### src/rtl/pdm_record_controller.sv
// Record-pass sequencer: enables the PDM deserializer, drops its first (misaligned)
// word, and streams the following words through a one-word holding register into sample memory.
module pdm_record_controller #(
  parameter int WORD_LENGTH  = 16,
  parameter int ADDR_WIDTH   = 16,
  parameter int RECORD_WORDS = 65536
) (
  input  logic                   clock_i,
  input  logic                   reset_i,
  input  logic                   start_i,
  input  logic                   stop_i,
  output logic                   deser_enable_o,
  input  logic                   deser_done_i,
  input  logic [WORD_LENGTH-1:0] deser_data_i,
  output logic                   mem_we_o,
  output logic [ADDR_WIDTH-1:0]  mem_addr_o,
  output logic [WORD_LENGTH-1:0] mem_data_o,
  input  logic                   mem_ready_i,
  output logic                   busy_o,
  output logic                   done_o,
  output logic [ADDR_WIDTH:0]    word_count_o,
  output logic                   overrun_o
);

  typedef enum logic [2:0] {
    ST_IDLE,
    ST_PRIME,
    ST_RECORD,
    ST_DRAIN,
    ST_DONE
  } state_t;

  localparam logic [ADDR_WIDTH+1:0] LIMIT     = (ADDR_WIDTH+2)'(RECORD_WORDS);
  localparam logic [ADDR_WIDTH:0]   COUNT_ONE = (ADDR_WIDTH+1)'(1);
  localparam logic [ADDR_WIDTH-1:0] ADDR_ONE  = ADDR_WIDTH'(1);

  state_t                  state_q;
  state_t                  state_d;

  logic                    done_meta_q;
  logic                    done_sync_q;
  logic                    done_prev_q;
  logic                    word_event_q;

  logic                    valid_q;
  logic [WORD_LENGTH-1:0]  hold_q;
  logic [ADDR_WIDTH:0]     count_q;
  logic [ADDR_WIDTH-1:0]   addr_q;
  logic                    overrun_q;

  logic                    in_record;
  logic                    start_pass;
  logic                    accept;
  logic [ADDR_WIDTH+1:0]   pending_total;
  logic                    limit_reached;
  logic                    load_en;
  logic                    drop_en;

  // deser_done_i is in the PDM clock domain: two-flop synchronizer, then a
  // registered rising-edge pulse so data is sampled well after it settled.
  always_ff @(posedge clock_i or posedge reset_i) begin
    if (reset_i) begin
      done_meta_q  <= 1'b0;
      done_sync_q  <= 1'b0;
      done_prev_q  <= 1'b0;
      word_event_q <= 1'b0;
    end else begin
      done_meta_q  <= deser_done_i;
      done_sync_q  <= done_meta_q;
      done_prev_q  <= done_sync_q;
      word_event_q <= done_sync_q & ~done_prev_q;
    end
  end

  // Memory handshake: mem_we_o is the holding register's valid bit; a word
  // transfers on any cycle where mem_we_o && mem_ready_i, and address/data
  // stay frozen until that happens.
  assign accept        = valid_q & mem_ready_i;
  assign in_record     = (state_q == ST_RECORD);
  assign start_pass    = (state_q == ST_IDLE) & start_i;
  assign pending_total = {1'b0, count_q} + {{(ADDR_WIDTH+1){1'b0}}, valid_q};
  assign limit_reached = (pending_total == LIMIT);
  assign load_en       = in_record & word_event_q & ~limit_reached & (~valid_q | accept);
  assign drop_en       = in_record & word_event_q & ~limit_reached & valid_q & ~accept;

  always_ff @(posedge clock_i or posedge reset_i) begin
    if (reset_i) begin
      valid_q <= 1'b0;
      hold_q  <= '0;
    end else if (load_en) begin
      valid_q <= 1'b1;
      hold_q  <= deser_data_i;
    end else if (accept) begin
      valid_q <= 1'b0;
    end
  end

  always_ff @(posedge clock_i or posedge reset_i) begin
    if (reset_i) begin
      count_q   <= '0;
      addr_q    <= '0;
      overrun_q <= 1'b0;
    end else if (start_pass) begin
      count_q   <= '0;
      addr_q    <= '0;
      overrun_q <= 1'b0;
    end else begin
      if (accept) begin
        count_q <= count_q + COUNT_ONE;
        addr_q  <= addr_q + ADDR_ONE;
      end
      if (drop_en) begin
        overrun_q <= 1'b1;
      end
    end
  end

  always_ff @(posedge clock_i or posedge reset_i) begin
    if (reset_i) begin
      state_q <= ST_IDLE;
    end else begin
      state_q <= state_d;
    end
  end

  always_comb begin
    state_d = state_q;
    unique case (state_q)
      ST_IDLE: begin
        if (start_i) state_d = ST_PRIME;
      end
      ST_PRIME: begin
        if (stop_i)            state_d = ST_DONE;
        else if (word_event_q) state_d = ST_RECORD;
      end
      ST_RECORD: begin
        if (limit_reached || stop_i) state_d = ST_DRAIN;
      end
      ST_DRAIN: begin
        if (!valid_q) state_d = ST_DONE;
      end
      ST_DONE: begin
        state_d = ST_IDLE;
      end
      default: begin
        state_d = ST_IDLE;
      end
    endcase
  end

  always_comb begin
    deser_enable_o = (state_q == ST_PRIME) || (state_q == ST_RECORD);
    busy_o         = (state_q != ST_IDLE);
    done_o         = (state_q == ST_DONE);
  end

  assign mem_we_o     = valid_q;
  assign mem_addr_o   = addr_q;
  assign mem_data_o   = hold_q;
  assign word_count_o = count_q;
  assign overrun_o    = overrun_q;

endmodule

### config.mk
export PLATFORM = sky130hd
export DESIGN_NAME = pdm_record_controller
export DESIGN_NICKNAME = d
export VERILOG_FILES = /design/src/rtl/pdm_record_controller.sv
export SDC_FILE = /design/constraint.sdc
export NUM_CORES = 1
export LEC_CHECK = 0
export ABC_AREA = 1
export BUFFER_PORTS_ARGS = -buffer_cell sky130_fd_sc_hd__buf_2
export CORE_ASPECT_RATIO = 0.5
export CORE_MARGIN = 2
export CORE_UTILIZATION = 54
export DETAILED_ROUTE_END_ITERATION = 8
export PLACE_DENSITY = 0.87
export SYNTH_ARGS = -nofsm -noshare
export SYNTH_HDL_FRONTEND = slang
export SYNTH_SLANG_ARGS = --single-unit
### constraint.sdc
create_clock -name clock_i -period 2.7 [get_ports clock_i]
set_input_delay 0.135 -clock clock_i [delete_from_list [all_inputs] [get_ports clock_i]]
set_output_delay 0.135 -clock clock_i [all_outputs]
set_load 0.005 [all_outputs]
==> summary.md, run 1 <==
| Metric | Value |
|---|---|
| Status | `complete, no violations` |
| Max-cap violations | `0` |
| Seq cells post-synth | `58` |
| Total grt overflow | `0` |
| Postcts setup bufs | `0` |
| Via/cell ratio | `5.42` |
| Finished Layout Cells | `approximately 580` |
| Global-route wire length before repair | `13.4 mm` |
| Worst slew pin tran | `0.724 ns` |
| Post-DP HPWL | `roughly 5.6 mm` |
| # IOs | `76` |
| Max Slew Vio Count | `0` |
| Clk sinks | `58` |
| Fin util | `between 70 and 80%` |
| Clk slew on worst S/H paths | `0.05 ns` |
| R2r setup slk | `~0.32 ns` |
| Avg Inst Size Synth | `approximately 7.8 um^2` |
| Post-synth top area cell | `dfrtp_1` |
| WP data arrival | `2.64 ns` |
| CP Cell Sequence | `ha_1, ha_1, nand3_2, nor2_2, nand3_1, nand2_1, nand2_1, nor2_1, nand2_1, nor2_2, nand2_4, nand3_4, nand2_1, nand2_1` |
| Die area | `6710 um^2` |
| Final Skew | `0.00415 ns` |
| Power per cell area | `about 760 nW/um^2` |
| Slowest Stage Delay on Critical Path | `around 0.43 ns` |
| Dpl cell area | `3710 um^2` |
| Final period util | `88.2%` |
| Footprint of the multi-input gates | `1570 um^2` |
| TritonRoute pass-1 iters | `7` |
| Setup TNS | `0 ns` |
| Initial antenna violation count | `0` |
| Ratio of cells with drive above 1 in the final layout | `27.2%` |
| Startpoint types | `register` |
| Row count | `19` |
| GPL Wtd Cong | `between 0.8 and 0.9` |
| Cell area after layout | `between 4000 and 5000 um^2` |
| IO Port Bufs | `75` |
| Tot GR Track Use | `around a quarter` |
| CP top delay family | `simple AND/OR/NAND/NOR gates` |
| Initial Util | `57.6%` |
| Crit-path most repeated cell | `nand2_1` |
| Mapped Cells | `~420` |
| # diodes | `0` |
| Largest net degree at the start of global routing | `59` |
| Critical path depth | `14` |
| R2r worst-path depth | `14` |
| Worst Hold Class | `in2async` |
| CTS resizes | `0` |
| Vias in the first global route | `around 3,000` |
| Final Setup Violations | `0` |
| Synth top area cells | `dfrtp_1, nand2_1, inv_1` |
| Final ANT Viol Nets | `0` |
| Layout area overhead | `23.7%` |
| Dpl cells | `560` |
| Yosys warnings | `0` |
| Storage cell area | `1450 um^2` |
| Routed WL per cell | `13.9 um` |
| Clk buf depth | `2` |
| Post-synth cell types | `32` |
| Slew margin rel. | `51.8%` |
| # DRC | `0` |
| Lkg Pwr | `2.06 nW` |
| WP data required | `2.96 ns` |
| Post-Syn Area | `3260 um^2` |
| Detailed Route WL | `8.04 mm` |
| Share of the synthesized area in the top cell type | `~45%` |
| CTS tree | `yes` |
| Core footprint | `roughly 5700 um^2` |
| Syn Nets | `around 440` |
| Final hold vios | `0` |
| Crit end category | `register` |
| Vias post-DR | `3,130` |
| Num CTS Buffers | `9` |
| Peak VDD IR | `0.588 mV` |
| Die width | `114 um` |
| # fillers | `465` |
| Setup repair after global routing missed its margin | `no` |
| Root Buffer | `clkbuf_16` |
| Post-CTS Hold Buffers | `1` |
| Kind of critical path | `reg2reg` |
| Nets | `526` |
| Clk Latency, worst-skew pair | `between 0.3 and 0.4 ns` |
| Fmax | `420 MHz` |
| Post-synthesis sequential area ratio | `44.5%` |
| H-tree depth | `3` |
| Crit path max-delay cell type | `dfrtp_1` |
| Die Y | `58.9 um` |
| DRT iter0 DRCs | `254` |
| Worst path bufs/invs | `0` |
| Peak fanout along the critical path | `19` |
| Minimum clock period | `2.38 ns` |
## cells in the mapped netlist, drive strengths merged
cell / number
a211oi: 1
a21boi: 2
a21oi: 26
a31oi: 1
buf: 3
clkbuf: 5
clkinv: 1
dfrtp: 58
ha: 5
inv: 50
nand2: 104
nand3: 35
nand4: 23
nor2: 56
nor3: 8
nor4: 2
o211ai: 1
o21a: 1
o21ai: 31
o221a: 1
or2: 1
xor2: 1
## flip-flops by register name (all words and copies together), names as in the netlist
signal / cells
word_count_o: 17
mem_addr_o: 16
mem_data_o: 16
state_q: 3
done_meta_q: 1
done_prev_q: 1
done_sync_q: 1
mem_we_o: 1
overrun_o: 1
word_event_q: 1
## layout make-up
cell class / instances / share of cell area (%)
flip-flops and latches: 58 / 36.0
clock buffers: 12 / 6.61
repair buffers: 80 / 10.3
inverters: 51 / 4.75
well taps: 73 / 2.26
multi-input cells: 299 / 38.9
clock inverters: 4 / 1.21
## routing by layer
| layer | vias up | routed length, um | GRT usage [%] |
|---|---|---|---|
| li1 | 1544 | - | - |
| met2 | 116 | 3790 | 42.8 |
| met1 | 1462 | 3650 | 33.7 |
| met4 | 0 | 42 | 6.10 |
| met3 | 8 | 557 | 8.34 |
| met5 | - | 0 | 0 |
## layout by cell type (no fill, tap or decap), types with 14 or more instances in the layout
master / instances
o21ai_0: 27
nand4_1: 23
nand2_2: 14
inv_1: 48
dfrtp_1: 58
a21oi_1: 26
nand3_1: 32
buf_2: 75
nor2_1: 45
nand2_1: 80
## worst register-to-register path, cell delays in order, from the launching register on
cell	delay (ns)
dfrtp_1	0.43
ha_1	0.20
ha_1	0.20
nand3_2	0.14
nor2_2	0.18
nand3_1	0.09
nand2_1	0.07
nand2_1	0.05
nor2_1	0.11
nand2_1	0.08
nor2_2	0.13
nand2_4	0.17
nand3_4	0.32
nand2_1	0.10
nand2_1	0.07
## cell families after synthesis
group / after synthesis / share of synthesized area [%]
AND/OR/NAND/NOR: 229 / 35.5
buffers and inverters: 59 / 7.37
XOR/XNOR: 1 / 0.269
AO/OA/AOI/OAI: 64 / 10.4
flip-flops: 58 / 44.5
adder cells (fa/ha/maj): 5 / 1.92
## worst paths after layout
| check | end | start |
|---|---|---|
| worst min-delay path | mem_data_o[12] | reset_i |
| worst max register to register | mem_data_o[8] | word_count_o[0] |
| min in group clock_i | mem_data_o[14] | deser_data_i[14] |
| worst min register to register | done_sync_q | done_meta_q |
| worst max-delay path | mem_data_o[8] | word_count_o[0] |
| max in group asynchronous | mem_addr_o[14] | reset_i |
## where the power goes
group	internal [W]	switching, W
sequential	0.00102	0.000135
clock	0.000786	0.000382
combinational	0.000308	0.000439
total	0.00211	0.000956
## per-stage QoR
step	setup WS (ns)	total power (W)	hold slack (ns)
floorplan	0.668	0.00162	0.166
global placement	0.438	0.00187	0.244
detailed placement	0.352	0.00190	0.245
CTS	0.327	0.00309	0.0404
global route	0.0900	0.00323	0.0580
finish	0.318	0.00307	0.0162
Power figures use the tool's default switching activity.
==> run 2: changes to the inputs <==
- clock period: 2.7 -> 2.6 ns (I/O delays scaled with it)
==> run 2 against run 1 <==
Cell count up 0.52%. Highest routed layer unchanged. Worst setup slack worse by 0.047 ns. Clock power shrank 6%. Sequential power grew 3%. Non-clock buffer count rose by 3. Count of clock-buffer cells in the layout decreased by 2. Critical path depth grew 1.
==> summary.md, run 2 (synthesis results as in run 1) <==
| Metric | Value |
|---|---|
| Row count | `19 (unchanged)` |
| Startpoint types | `register` |
| Max-cap violations | `0 (unchanged)` |
| Commonest non-fill, non-tap cell in the layout | `nand2_1` |
| Most frequent cells in the layout | `nand2_1, buf_2, dfrtp_1` |
| Largest net degree at the start of global routing | `30 (-49%)` |
| Setup TNS | `0 ns (unchanged)` |
| # IOs | `76 (unchanged)` |
| Crit path to | `mem_data_o[5]` |
| Core footprint | `5660 um^2 (unchanged)` |
| Tot GR Track Use | `25.3% (-0.56 points)` |
| Clk sinks | `58 (unchanged)` |
| Root Buffer | `clkbuf_16` |
| Num CTS Buffers | `9 (unchanged)` |
| Worst Hold Class | `in2reg` |
| Vias in the first global route | `2,871 (-1.6%)` |
| RR Startpoint | `word_count_o[0]` |
| Final Setup Violations | `0 (unchanged)` |
| Slew margin rel. | `62.9% (+11 points)` |
| Total grt overflow | `0 (unchanged)` |
| Fmax | `429 MHz (+2.3%)` |
| Clk buf depth | `2 (unchanged)` |
| CTS tree | `yes` |
| WP data required | `2.87 ns (-0.09 ns)` |
| Setup WS post-layout | `0.272 ns (-0.0469 ns)` |
| CP Launch Point | `word_count_o[0]` |
| Hold slack | `0.0468 ns (+0.0306 ns)` |
| R2r worst-path depth | `15 (+1)` |
| Clk slew on worst S/H paths | `0.05 ns (about the same)` |
| Kind of critical path | `reg2reg` |
| Setup repair after global routing missed its margin | `no` |
| Routed WL per cell | `13.8 um (-1.0%)` |
| Worst path bufs/invs | `2 (+2)` |
| Crit path max-delay cell type | `dfrtp_1` |
| WP data arrival | `2.59 ns (-0.05 ns)` |
| Die width | `114 um (unchanged)` |
| GPL Wtd Cong | `0.937 (+6.2%)` |
| Peak fanout along the critical path | `19 (unchanged)` |
| Power per cell area | `762 nW/um^2 (+0.26%)` |
| Final hold vios | `0 (unchanged)` |
| Nets | `529 (+0.57%)` |
| Cell area after layout | `4040 um^2 (about the same)` |
| # DRC | `0 (unchanged)` |
| Layout area overhead | `23.8% (about the same)` |
| CTS resizes | `0 (unchanged)` |
| Initial antenna violation count | `0 (unchanged)` |
| Critical path depth | `15 (+1)` |
| Detailed Route WL | `8.00 mm (-0.50%)` |
| Fin util | `71.3% (about the same)` |
| Vias post-DR | `3,225 (+3.0%)` |
| CP Cell Sequence | `ha_1, ha_1, inv_1, nor2_4, nand2_2, nand2_1, nand3_1, nor2_1, nand2_1, nor2_2, nand2_4, nand3_4, buf_12, nand2_4, nand2_2` |
| IO Port Bufs | `75 (unchanged)` |
| Final ANT Viol Nets | `0 (unchanged)` |
| Max Slew Vio Count | `0 (unchanged)` |
| H-tree depth | `3 (unchanged)` |
| Post-DP HPWL | `5.73 mm (+1.9%)` |
| Slowest Stage Delay on Critical Path | `0.42 ns (about the same)` |
| Peak VDD IR | `0.515 mV (-13%)` |
| TritonRoute pass-1 iters | `6 (-1)` |
| Via/cell ratio | `5.56 (+2.5%)` |
| Final period util | `89.6% (+1.3 points)` |
| R2r endpoint | `mem_data_o[5]` |
| Initial Util | `57.6% (unchanged)` |
| Status | `complete, no violations` |
| Final Skew | `0.00779 ns (+0.00364 ns)` |
| Minimum clock period | `2.33 ns (-0.0531 ns)` |
| Crit end category | `register` |
| Pre-CTS setup slack | `0.231 ns (-0.122 ns)` |
| Global-route wire length before repair | `13.2 mm (-2.0%)` |
| Die area | `6710 um^2 (unchanged)` |
| Max reg flops | `17 (unchanged)` |
| # diodes | `0 (unchanged)` |
| Worst slew pin tran | `0.553 ns (-0.171 ns)` |
| Dpl cell area | `3720 um^2 (+0.20%)` |
| Die Y | `58.9 um (unchanged)` |
| Ratio of cells with drive above 1 in the final layout | `27.4% (+0.23 points)` |
| Clk Latency, worst-skew pair | `0.33 ns (about the same)` |
| R2r setup slk | `0.27 ns (-0.05 ns)` |
| DRT iter0 DRCs | `262 (+3.1%)` |
| Lkg Pwr | `2.06 nW (-0.39%)` |
| CP top delay family | `simple AND/OR/NAND/NOR gates` |
[run 2: cell count changes in the layout (fill, tap and decap cells not counted), sizes merged]
cell         change
clkinvlp         +3
buf              +2
clkbuf           -2
bufinv           -1
clkinv           -1
dlygate4sd3      +1
inv              +1
[run 2: cell type report]
| class | count | area (um^2) |
|---|---|---|
| tap | 73 | 91.3 |
| sequential | 58 | 1450 |
| inverter | 51 | 191 |
| timing repair buffer | 83 | 453 |
| fill | 447 | 1620 |
| multi-input combinational | 299 | 1570 |
| clock buffer | 10 | 239 |
| clock inverter | 6 | 41.3 |
[run 2: routing by layer]
metal | wire [um] | GRT usage [%] | up-vias
li1 | - | - | 1548
met2 | 3700 | 41.6 | 146
met4 | 94 | 6.10 | 0
met3 | 631 | 8.24 | 12
met1 | 3570 | 33.1 | 1519
met5 | 0 | 0 | -
[run 2: what timing repair did]
item	CTS	global route
hold buffers	2	0
setup buffers	0	1
endpoints found under the hold margin	11	0
setup endpoints to repair	0	4
[run 2: how the worst min path moves through the flow]
| stage | from | end | slack (ns) | cells after the start |
|---|---|---|---|---|
| 2_1_floorplan | deser_done_i | done_meta_q | 0.16 | 0 |
| 3_3_place_gp | reset_i | word_count_o[15] | 0.08 | 2 |
| 3_5_place_dp | reset_i | word_count_o[16] | 0.08 | 2 |
| 4_1_cts | deser_data_i[12] | mem_data_o[12] | 0.04 | 3 |
| 5_1_grt | deser_data_i[10] | mem_data_o[10] | 0.06 | 3 |
| 6_report | deser_data_i[12] | mem_data_o[12] | 0.05 | 3 |
[run 2: where the power goes]
group | internal [W] | leakage [nW] | switching (W) | total, W
Clock | 0.000669 | 0.131 | 0.000426 | 0.00110
Combinational | 0.000330 | 1.15 | 0.000460 | 0.000790
Sequential | 0.00105 | 0.778 | 0.000137 | 0.00119
Total | 0.00205 | 2.06 | 0.00102 | 0.00308
[run 2: metrics by stage]
step,power (W),std cells
floorplan,0.00168,416
global placement,0.00195,561
detailed placement,0.00198,561
CTS,0.00307,579
global route,0.00325,580
finish,0.00308,580
[run 2: tightest hold or removal path, stage by stage]
cell and delay (ns):
buf_2 0.08, nand4_1 0.07, nand2_1 0.06
==> run 3: changes to the inputs <==
- CORE_MARGIN: 2 -> not set
- CORE_UTILIZATION: 54 -> 27
- PLACE_DENSITY: 0.87 -> 0.53
==> run 3 against run 2 <==
Sequential cell count unchanged. Design area increased by 4.4%. Die area increased by 87%. Via count decreased by 5.0%. Highest routed layer unchanged. Combinational power increased by 1%. Critical path depth decreased by 2. Core utilization decreased by 34 points. First-iteration DRC count decreased by 35%.
==> summary.md, run 3 (synthesis results as in run 1) <==
| Metric | Value |
|---|---|
| Detailed Route WL | `8.89 mm (+11%)` |
| # DRC | `0 (unchanged)` |
| Ratio of cells with drive above 1 in the final layout | `27.9% (+0.48 points)` |
| Routed WL per cell | `13.3 um (-3.5%)` |
| DRT iter0 DRCs | `170 (-35%)` |
| TritonRoute pass-1 iters | `4 (-2)` |
| Final hold vios | `0 (unchanged)` |
| Slowest Stage Delay on Critical Path | `0.43 ns (about the same)` |
| Nets | `531 (+0.38%)` |
| GPL Wtd Cong | `0.874 (-6.8%)` |
| R2r endpoint | `mem_we_o` |
| Die width | `157 um (+38%)` |
| Most frequent cells in the layout | `nand2_1, buf_2, dfrtp_1` |
| Max reg flops | `17 (unchanged)` |
| Hold depth | `3 (unchanged)` |
| Total grt overflow | `0 (unchanged)` |
| Slew margin rel. | `58.5% (-4.4 points)` |
| Commonest non-fill, non-tap cell in the layout | `nand2_1` |
| # diodes | `0 (unchanged)` |
| Max Slew Vio Count | `0 (unchanged)` |
| Setup repair after global routing missed its margin | `no` |
| Minimum clock period | `2.35 ns (+0.0262 ns)` |
| Footprint of the multi-input gates | `1570 um^2 (unchanged)` |
| CP Cell Sequence | `ha_1, ha_1, nor2_1, nand3_1, nor2_1, nand3_1, nor2_1, nand2_1, nor2_2, nand2_4, nand3_4, buf_4, nand2_1` |
| R2r worst-path depth | `13 (-2)` |
| Crit-path most repeated cell | `nor2_1` |
| Max-cap violations | `0 (unchanged)` |
| Peak VDD IR | `0.296 mV (-43%)` |
| Fmax | `425 MHz (-1.1%)` |
| CTS tree | `yes` |
| Status | `complete, no violations` |
| Clk slew on worst S/H paths | `0.05 ns (about the same)` |
| Storage cell area | `1450 um^2 (+0.17%)` |
| Core footprint | `11,400 um^2 (+100%)` |
| Clk sinks | `58 (unchanged)` |
| Vias post-DR | `3,063 (-5.0%)` |
| # IOs | `76 (unchanged)` |
| Final Skew | `0.00633 ns (-0.00147 ns)` |
| Initial Util | `28.6% (-29 points)` |
| Die area | `12,500 um^2 (+87%)` |
| Clk buf depth | `2 (unchanged)` |
| RR Startpoint | `mem_we_o` |
| Vias in the first global route | `2,893 (+0.77%)` |
| Largest net degree at the start of global routing | `34 (+13%)` |
| H-tree depth | `3 (unchanged)` |
| Worst slew pin tran | `0.622 ns (+0.0691 ns)` |
| Peak fanout along the critical path | `19 (unchanged)` |
| Final period util | `90.6% (+1.0 points)` |
| Startpoint types | `register` |
| Setup TNS | `0 ns (unchanged)` |
| Clk Latency, worst-skew pair | `0.33 ns (about the same)` |
| Endpoint, Worst Hold | `mem_data_o[12]` |
| Tot GR Track Use | `15.4% (-9.8 points)` |
| IO Port Bufs | `75 (unchanged)` |
| Crit end category | `register` |
| Lkg Pwr | `2.09 nW (+1.6%)` |
| # fillers | `1,212 (+170%)` |
| Die Y | `79.7 um (+35%)` |
| Min-delay src | `deser_data_i[12]` |
| Final Setup Violations | `0 (unchanged)` |
| Layout area overhead | `29.2%` |
| Via/cell ratio | `4.59 (-18%)` |
| Post-DP HPWL | `6.47 mm (+13%)` |
| Total power | `0.00328 W (+6.8%)` |
| Crit path max-delay cell type | `dfrtp_2` |
| WP data required | `2.81 ns (-0.06 ns)` |
| Initial antenna violation count | `0 (unchanged)` |
| Root Buffer | `clkbuf_16` |
| Power per cell area | `779 nW/um^2 (+2.3%)` |
| Kind of critical path | `reg2reg` |
| R2r setup slk | `0.25 ns (-0.03 ns)` |
| Global-route wire length before repair | `14.8 mm (+12%)` |
| Num CTS Buffers | `9 (unchanged)` |
| WP data arrival | `2.57 ns (-0.02 ns)` |
| Row count | `27 (+8)` |
| Final ANT Viol Nets | `0 (unchanged)` |
| Worst Hold Class | `in2reg` |
## run 3: changes by cell type in the layout (fill, tap and decap cells not counted), sizes merged
| cell | previous run | this run |
|---|---|---|
| clkinvlp | 3 | 1 |
| buf | 81 | 83 |
| bufinv | 0 | 2 |
| inv | 51 | 50 |
| clkbuf | 10 | 11 |
## run 3: critical path: cells and delay by family (launching register included)
family	cells	cell delay [ns]
and+or+nand+nor	10	1.11
adders and majority gates	2	0.50
DFF	1	0.43
buffers and inverters	1	0.20
## run 3: cell type report
type	count	area share, %
clock buffer	11	5.76
clock inverter	5	1.84
sequential	58	34.5
tap	159	4.72
multi-input combinational	299	37.2
timing repair buffer	85	11.4
inverter	51	4.54
## run 3: worst max path at each step
stage          slack, ns             from              to  depth (start not counted)
4_1_cts             0.14         mem_we_o  mem_data_o[10]                         13
2_1_floorplan       0.57  word_count_o[0]        mem_we_o                         14
3_5_place_dp        0.15  word_count_o[0]  mem_data_o[11]                         13
6_report            0.25         mem_we_o        mem_we_o                         13
3_3_place_gp        0.19  word_count_o[0]        mem_we_o                         13
5_1_grt            0.009         mem_we_o        mem_we_o                         14
## run 3: per-layer routing
metal / vias to the layer above / GRT usage, % / wire, um
met5: - / 0 / 0
met4: 0 / 4.95 / 119
met3: 11 / 4.45 / 434
met2: 74 / 23.4 / 3870
met1: 1425 / 21.1 / 4460
li1: 1553 / - / -
## run 3: power breakdown
group,internal [W],switching [W],leakage [nW]
Clock,0.000861,0.000427,0.156
Sequential,0.00106,0.000142,0.775
Combinational,0.000334,0.000464,1.16
## run 3: per-stage QoR
stage | hold slack [ns] | worst slack [ns] | utilization [%] | area [um^2] | instances
after floorplan | 0.161 | 0.568 | - | 3260 | 416
after global placement | 0.251 | 0.189 | 33.7 | 3840 | 647
after detailed placement | 0.247 | 0.151 | 33.7 | 3840 | 647
after CTS | 0.0368 | 0.141 | 36.7 | 4180 | 665
after global routing | 0.0345 | 0.00866 | 37.0 | 4210 | 668
final | 0.0479 | 0.245 | 37.0 | 4210 | 668
## run 3: what timing repair did
action / CTS / global route
hold buffers: 2 / 0
endpoints found under the setup margin: 0 / 17
hold endpoints to repair: 26 / 0
gates resized for setup: 0 / 2
buffers inserted: 0 / 3
